$ cat src/rtl/mat_frame_ctrl_pkg.sv
// Shared types and defaults for the matrix frame controller.
package mat_frame_ctrl_pkg;

  localparam int DATA_W_DEF  = 8;
  localparam int DIM_W_DEF   = 11;
  localparam int BLANK_W_DEF = 4;

  // Smallest frame that still produces a full 3x3 window.
  localparam int unsigned MIN_DIM = 3;

  typedef enum logic [1:0] {
    ST_IDLE   = 2'd0,
    ST_ACTIVE = 2'd1,
    ST_HBLANK = 2'd2,
    ST_DONE   = 2'd3
  } state_e;

  function automatic logic dims_ok(input int unsigned w, input int unsigned h);
    return (w >= MIN_DIM) && (h >= MIN_DIM);
  endfunction

endpackage

$ cat src/rtl/mat_pos_cnt.sv
// Row/column position of the next pixel to accept, with end-of-row and end-of-frame flags.
module mat_pos_cnt
  import mat_frame_ctrl_pkg::*;
#(
  parameter int DIM_W = DIM_W_DEF
) (
  input  logic             clk,
  input  logic             rst,
  input  logic             clr,
  input  logic             step,
  input  logic [DIM_W-1:0] width,
  input  logic [DIM_W-1:0] height,
  output logic [DIM_W-1:0] col_idx,
  output logic [DIM_W-1:0] row_idx,
  output logic             row_last,
  output logic             frame_last
);

  assign row_last   = (col_idx == width - DIM_W'(1));
  assign frame_last = row_last && (row_idx == height - DIM_W'(1));

  // NOTE: sequential state uses non-blocking assignments so every register
  // samples the pre-edge values of the others, independent of statement order.
  always_ff @(posedge clk or posedge rst) begin
    if (rst) begin
      col_idx <= '0;
      row_idx <= '0;
    end else if (clr) begin
      col_idx <= '0;
      row_idx <= '0;
    end else if (step) begin
      if (row_last) begin
        col_idx <= '0;
        row_idx <= frame_last ? '0 : row_idx + DIM_W'(1);
      end else begin
        col_idx <= col_idx + DIM_W'(1);
      end
    end
  end

endmodule

$ cat src/rtl/mat_frame_ctrl.sv
// Frame controller feeding pixels to a 3x3 window generator with row blanking.
// Optional window statistics counter enabled by defining MAT_CTRL_STAT_EN.
module mat_frame_ctrl
  import mat_frame_ctrl_pkg::*;
#(
  parameter int DATA_W  = DATA_W_DEF,
  parameter int DIM_W   = DIM_W_DEF,
  parameter int BLANK_W = BLANK_W_DEF
) (
  input  logic               clk,
  input  logic               rst,
  input  logic               start,
  input  logic               abort,
  input  logic [DIM_W-1:0]   cfg_width,
  input  logic [DIM_W-1:0]   cfg_height,
  input  logic [BLANK_W-1:0] cfg_hblank,
  input  logic [DATA_W-1:0]  s_data,
  input  logic               s_valid,
  output logic               s_ready,
  output logic [DATA_W-1:0]  img,
  output logic               gray_out_en,
  input  logic               mat_en,
  output logic               busy,
  output logic               done,
  output logic               cfg_err,
  output logic [DIM_W-1:0]   row_idx,
  output logic [DIM_W-1:0]   col_idx,
  output logic [2*DIM_W-1:0] win_cnt
);

  state_e             state_q, state_d;
  logic [DIM_W-1:0]   width_q, height_q;
  logic [BLANK_W-1:0] hblank_q, hb_cnt_q;
  logic               start_ok, start_bad, step, row_last, frame_last;

  assign s_ready = (state_q == ST_ACTIVE);
  assign busy    = (state_q != ST_IDLE);
  assign done    = (state_q == ST_DONE);

  // Abort beats both a start request and a coincident transfer.
  assign start_ok  = (state_q == ST_IDLE) && start && !abort &&
                     dims_ok(32'(cfg_width), 32'(cfg_height));
  assign start_bad = (state_q == ST_IDLE) && start && !abort &&
                     !dims_ok(32'(cfg_width), 32'(cfg_height));
  assign step      = s_valid && s_ready && !abort;

  mat_pos_cnt #(.DIM_W(DIM_W)) u_pos (
    .clk        (clk),
    .rst        (rst),
    .clr        (abort || start_ok),
    .step       (step),
    .width      (width_q),
    .height     (height_q),
    .col_idx    (col_idx),
    .row_idx    (row_idx),
    .row_last   (row_last),
    .frame_last (frame_last)
  );

  // NOTE: state_d gets a default before the case so no path leaves it
  // unassigned, which would otherwise infer a latch.
  always_comb begin
    state_d = state_q;
    unique case (state_q)
      ST_IDLE:   if (start_ok) state_d = ST_ACTIVE;
      ST_ACTIVE: if (step) begin
                   if (frame_last)                   state_d = ST_DONE;
                   else if (row_last && hblank_q != '0) state_d = ST_HBLANK;
                 end
      ST_HBLANK: if (hb_cnt_q == hblank_q - BLANK_W'(1)) state_d = ST_ACTIVE;
      ST_DONE:   state_d = ST_IDLE;
      default:   state_d = ST_IDLE;
    endcase
    if (abort) state_d = ST_IDLE;
  end

  always_ff @(posedge clk or posedge rst) begin
    if (rst) begin
      state_q     <= ST_IDLE;
      width_q     <= '0;
      height_q    <= '0;
      hblank_q    <= '0;
      hb_cnt_q    <= '0;
      cfg_err     <= 1'b0;
      img         <= '0;
      gray_out_en <= 1'b0;
    end else begin
      state_q     <= state_d;
      gray_out_en <= step;
      if (step) img <= s_data;
      hb_cnt_q <= (state_q == ST_HBLANK) ? hb_cnt_q + BLANK_W'(1) : '0;
      if (start_ok) begin
        width_q  <= cfg_width;
        height_q <= cfg_height;
        hblank_q <= cfg_hblank;
        cfg_err  <= 1'b0;
      end else if (start_bad) begin
        cfg_err  <= 1'b1;
      end
    end
  end

`ifdef MAT_CTRL_STAT_EN
  always_ff @(posedge clk or posedge rst) begin
    if (rst)
      win_cnt <= '0;
    else if (start_ok)
      win_cnt <= '0;
    else if (mat_en && busy && win_cnt != '1)
      win_cnt <= win_cnt + (2*DIM_W)'(1);
  end
`else
  logic unused_mat_en;
  assign unused_mat_en = mat_en;
  assign win_cnt       = '0;
`endif

endmodule

$ cat config.mk
export PLATFORM = sky130hd
export DESIGN_NAME = mat_frame_ctrl
export DESIGN_NICKNAME = d
export VERILOG_FILES = /design/src/rtl/mat_frame_ctrl_pkg.sv /design/src/rtl/mat_pos_cnt.sv /design/src/rtl/mat_frame_ctrl.sv
export SDC_FILE = /design/constraint.sdc
export NUM_CORES = 1
export LEC_CHECK = 0
export BUFFER_PORTS_ARGS = -buffer_cell sky130_fd_sc_hd__buf_2
export CAP_MARGIN = 10
export CORE_UTILIZATION = 46
export DETAILED_ROUTE_END_ITERATION = 12
export PLACE_DENSITY = 0.71
export SYNTH_ARGS = -nofsm -noshare
export SYNTH_HDL_FRONTEND = slang
export SYNTH_SLANG_ARGS = --single-unit
$ cat constraint.sdc
create_clock -name clk -period 3.57 [get_ports clk]
set_input_delay 0.1785 -clock clk [delete_from_list [all_inputs] [get_ports clk]]
set_output_delay 0.1785 -clock clk [all_outputs]
set_load 0.005 [all_outputs]
======== Word level (Yosys, flattened, before mapping) ========
Cells that the tools add are included.
Widths: inputs -> output; s select.
storage, ports and cells
  input port bits ......................... 40
  flip-flop bits (word level) ............. 64
  logic and storage cells ................. 65
cells by class
  order comparisons ....................... 2
  eq/ne operators ......................... 10
  $add $sub $neg .......................... 6
  reduce and logical (&&, ||, !) cells .... 20
  mux-type cells .......................... 17
operator list
  operator               number
  $mux 11                7
  $add 11x1->11 const B  2
  $eq 11x11->1           2
  $ge 11x2->1 const B    2
  $sub 11x1->11 const B  2
  $mux 2                 6
  $logic_and 1x1->1      9
  $pmux 2 s4             1
  $reduce_bool 2->1      4
  $ne 3x3->1 const B     2
  $add 4x1->4 const B    1
  $eq 2x2->1 const B     2
  $eq 4x4->1             1
  $mux 4                 1
  $ne 4x2->1 const B     1
  $reduce_and 4->1       1
  $reduce_bool 4->1      1
  $sub 4x1->4 const B    1
  $ne 3x2->1 const B     1
  $eq 2x1->1 const B     1
  $logic_not 1->1        2
  $logic_not 2->1        1
  $mux 1                 2
  $reduce_and 2->1       1
  $logic_or 1x1->1       1

======== Depth between registers and ports, before layout ========
  depth after elaboration ................. 8
  gate-level depth with buffers ........... 10
  gate-level depth less buffers ........... 9

======== Modules after synthesis ========
A second synthesis with hierarchy kept.
unflattened totals
  cell total of the unflattened synthesis .. 398
  area total of the unflattened synthesis .. 4164.0 um^2
modules (own cells, without submodules)
  module          times used  area an instance (um^2)  sequential area each (um^2)  cells an instance
  mat_pos_cnt     1           2124.5                   550.5                        247
  mat_frame_ctrl  1           2039.5                   1051.0                       151

======== Worst setup path after synthesis ========
OpenSTA, ideal clock, no wires.
  kind .................................... reg-to-reg
  start point ............................. register width_q[0]
  end point ............................... register u_pos.row_idx[3]
  setup slack ............................. 0.345 ns
  setup time .............................. 0.078 ns
  stages on the path, launching flop included .. 10
  required time ........................... 3.492 ns
  arrival ................................. 3.147 ns
  cells stage by stage .................... dfrtp_1 > inv_1 > ha_1 > or4b_1 > or4_1 > a222oi_1 > nand2_1 > or4_4 > or4_1 > a21oi_1
on the way
  word-level cells in the longest chain between the ends .. 7
  elaborated cells between the ends (all ways) .. 9
  those cells by class .................... add/sub: 1; eq/ne: 1; mux: 4; reduce/logical: 3
ends and longest elaborated chain
  item                    RTL line              text
  start, declared         mat_frame_ctrl.sv:32  logic [DIM_W-1:0] width_q, height_q;
  start signal, assigned  mat_frame_ctrl.sv:93  width_q <= cfg_width;
  $sub 11x1->11 (*)       mat_pos_cnt.sv:19     assign row_last = (col_idx == width - DIM_W'(1));
  $eq 11x11->1 (*)        mat_pos_cnt.sv:19
  $logic_and 1x1->1       mat_pos_cnt.sv:20     assign frame_last = row_last && (row_idx == height - DIM_W'(1));
  $mux 11                 mat_pos_cnt.sv:34     row_idx <= frame_last ? '0 : row_idx + DIM_W'(1);
  $mux 11                 mat_pos_cnt.sv:32     if (row_last) begin
  $mux 11                 mat_pos_cnt.sv:31     end else if (step) begin
  $mux 11                 mat_pos_cnt.sv:28     end else if (clr) begin
  end signal, assigned    mat_pos_cnt.sv:34
  end, declared           mat_pos_cnt.sv:14     output logic [DIM_W-1:0] row_idx,
Every way passes the cells marked *; elsewhere a longest branch is shown, timed or not. The select of a mux whose other input is x is not followed.
A chain may end at the register's enable or synchronous reset.

======== Worst setup path in the final report ========
  start point ............................. register width_q[0]
  end point ............................... register u_pos.row_idx[2]
Same word-level chain as after synthesis.

==> out/qor.yml <==
run_status: "completed"
min_delay_path_depth: 3
timing.critical_path.slowest_cell_delay_ns: 0.54
cts_tree: "done"
grt_util_all_layers: 0.209
finalHoldViolCount: 0
cp_data_required_time_ns: 3.83
cts.sink_count: 64
post_synthesis_async_set_or_reset_flop_share: 1.00
cts_hold_repair.buffers: 0
routed_wirelength_mm: 8.56
antenna_violations_before_repair: 0
die_height_um: 93.2
fillCellCount: 754
syn_inst: 406
min_from: "s_data[0]"
finalCriticalPeriod_ns: 3.33
cts_resized: 0
most-common-layout-cells: "sky130_fd_sc_hd__buf_2 (73), sky130_fd_sc_hd__dfrtp_1 (64), sky130_fd_sc_hd__nand2_1 (50), sky130_fd_sc_hd__mux2_2 (24), sky130_fd_sc_hd__conb_1 (22)"
global_route.overflow_total: 0
fin_skew_ns: 0.00701
final_layout_size_suffix_gt1_frac: 0.260
floorplan.io_pins: 97
reg2reg_to: "u_pos.row_idx[2]"
wl_per_cell_um: 14.6
drcViolationCount: 0
grtUsageMet1: 0.259
worst_ep_arrival_time_ns: 3.59
rr_worst_depth: 9
worstHoldEndpoint: "img[0]"
cpLargestDelayFamily: "simple AND/OR/NAND/NOR gates"
sequential_cell_area_in_the_final_layout_mm2: 0.00160
achievable-frequency_ghz: 0.300
maximum_number_of_pins_on_one_net_before_global_route_repair: 48
clockRootBuffer: "sky130_fd_sc_hd__clkbuf_8"
final_max_slew_viols: 0
timing.max_cap.violations: 0
post_place_setup_slack_ns: 0.244
timing.final.setup_violations: 0
fin_tns_setup_ns: 0
transition_time_at_the_pin_with_the_least_slew_margin_ns: 0.973
rsz0062_at_grt: "false"
synth-edff-count: 0
holdCritPathClass: "in -> reg"
count_of_unique_library_cells_instantiated_by_yosys: 55
detailedRoute.firstPassIterationCount: 4
placeableCoreArea_mm2: 0.00789
dp_hpwl_mm: 6.37
clk_pin_slew_worst_paths_ns: 0.07
grt_first_pass_wirelength_mm: 14.1
via_count: 3170
ys.warnings.count: 0
fp-row-count: 32
ir_drop_mv: 0.330
critical_path_peak_fanout: 6
setup.worst_path.end_class: "flip-flop"
vias_per_cell: 5.40
register_to_register_setup_slack_ns: 0.24
met2_usage: 0.350
synth-main-ff-cell: "sky130_fd_sc_hd__dfrtp_1"
gp_congestion: 0.833
layout-area-overhead-vs-synth_pct: 15.0
top_usage_layer: "met2"
syn_avg_cell_area_um2: 9.42
fin_crit_sh: 0.932
finalWorstSetupSlack_ns: 0.242
syn-cell-area_mm2: 0.00382
detail-route-antenna-nets: 0
critPathSlowestCell: "sky130_fd_sc_hd__or4_4"
cts_inserted_buffers: 9
start_util: 0.485
drt_first_iter_violations: 92
timing.critical_path.cells: "inv_1, ha_1, or4b_1, or4_1, a222oi_1, nand2_1, or4_4, or4b_1, a21oi_1"
seq_cells_post_synth: 64
finalNetCount: 526
sequential_area_share_after_synthesis: 0.419
globalRouteMet3Util: 0.0626
clk-insertion-delay-late_ns: 0.34
cts_setup_buffers: 0
power.leakage_nw: 2.14
combined_area_of_the_multi_input_logic_cells_mm2: 0.00201
slew_headroom: 0.350
critical_path.startpoint_type: "flip-flop"
critical_path_buf_inv_count: 1
placedInstanceArea_mm2: 0.00421
fp.dieArea_mm2: 0.00868
timing.rr.start: "width_q[0]"
power-per-cell-area_mw_per_mm2: 561
hold-worst-slack_ns: 0.0235
port-buffer-count: 73
chipWidth_um: 93.2
final_cells: 587
first_global_vias: 3054
placedCellCount: 571
layout.cells.most_common: "sky130_fd_sc_hd__buf_2"
ctsLongestPathBuffers: 2
critPathMostFrequentCell: "sky130_fd_sc_hd__or4b_1"
critical_path_class: "reg -> reg"
antennaDiodeCount: 0
cts-htree-levels: 3
final_area_mm2: 0.00440
==> metal layers <==
metal / vias up / wire length, µm
met5: - / 0
met4: 0 / 103
met3: 11 / 491
met2: 86 / 4110
met1: 1529 / 3850
li1: 1544 / -
==> worst max path at each step <==
stage,from,endpoint,cells past startpoint
2_1_floorplan,width_q[0],u_pos.row_idx[3],9
3_3_place_gp,width_q[0],u_pos.row_idx[3],9
3_5_place_dp,width_q[0],u_pos.row_idx[2],9
4_1_cts,width_q[0],u_pos.row_idx[2],9
5_1_grt,width_q[0],u_pos.row_idx[2],9
6_report,width_q[0],u_pos.row_idx[2],9
==> layout make-up <==
type / instances / area share
inverters: 19 / 0.0162
clock buffers: 14 / 0.0392
well taps: 102 / 0.0290
clock inverters: 2 / 0.00284
repair buffers: 78 / 0.0916
multi-input cells: 308 / 0.457
flip-flops and latches: 64 / 0.364
==> power by group <==
| part | switching [W] | internal [W] | leakage, nW |
|---|---|---|---|
| clock | 0.000272 | 0.000308 | 0.0927 |
| sequential | 0.000197 | 0.000898 | 0.820 |
| combinational | 0.000399 | 0.000393 | 1.23 |
==> state kept, by name (all words and copies together) (netlist names), 2 cells and up <==
name,cells
hblank_q,4
img,8
width_q,11
u_pos.col_idx,11
state_q,2
u_pos.row_idx,11
height_q,11
hb_cnt_q,4
==> worst register-to-register path, delay by kind of cell, from the launching register on <==
kind                       cells  cell delay [ns]
and+or+nand+nor                5             2.09
AOI/OAI and AO/OA              2             0.49
DFF                            1             0.43
adders and majority gates      1             0.16
buffers and inverters          1             0.09
==> per-stage QoR <==
step | utilization | power (W)
floorplan | - | 0.00167
global placement | 0.534 | 0.00186
detailed placement | 0.534 | 0.00190
CTS | 0.558 | 0.00249
global route | 0.558 | 0.00265
finish | 0.558 | 0.00247
==> cells in the mapped netlist (4+ instances only) <==
master	number	area [µm²]
sky130_fd_sc_hd__dfrtp_1	64	1600
sky130_fd_sc_hd__nand2_1	50	188
sky130_fd_sc_hd__mux2_2	24	270
sky130_fd_sc_hd__buf_4	22	165
sky130_fd_sc_hd__inv_1	19	71.3
sky130_fd_sc_hd__xnor2_1	18	158
sky130_fd_sc_hd__nor2_1	16	60.1
sky130_fd_sc_hd__a21oi_1	15	75.1
sky130_fd_sc_hd__o21ai_0	14	70.1
sky130_fd_sc_hd__xor2_1	13	114
sky130_fd_sc_hd__nand3_1	12	60.1
sky130_fd_sc_hd__and3_1	11	68.8
sky130_fd_sc_hd__clkbuf_1	10	37.5
sky130_fd_sc_hd__or3_1	9	56.3
sky130_fd_sc_hd__a21o_1	7	52.6
sky130_fd_sc_hd__a31oi_1	7	43.8
sky130_fd_sc_hd__nor3_1	7	35.0
sky130_fd_sc_hd__nor4_1	7	43.8
sky130_fd_sc_hd__ha_1	6	75.1
sky130_fd_sc_hd__nand2b_1	6	37.5
sky130_fd_sc_hd__nor3b_1	6	45.0
sky130_fd_sc_hd__or4_1	6	45.0
sky130_fd_sc_hd__o211ai_1	4	30.0
sky130_fd_sc_hd__or2_2	4	25.0
==> logic make-up (layout without fill, tap and decap cells) <==
group | count (synthesis) | after routing | synth area share
mux | 26 | 26 | 0.0759
flops | 64 | 64 | 0.419
other cells | 1 | 22 | 0.000980
simple gates | 149 | 149 | 0.209
xor+xnor | 31 | 31 | 0.0710
compound gates | 74 | 74 | 0.129
buf+inv | 55 | 113 | 0.0762
fa+ha+maj | 6 | 6 | 0.0196
No activity file was read; power rests on OpenSTA's default activity.
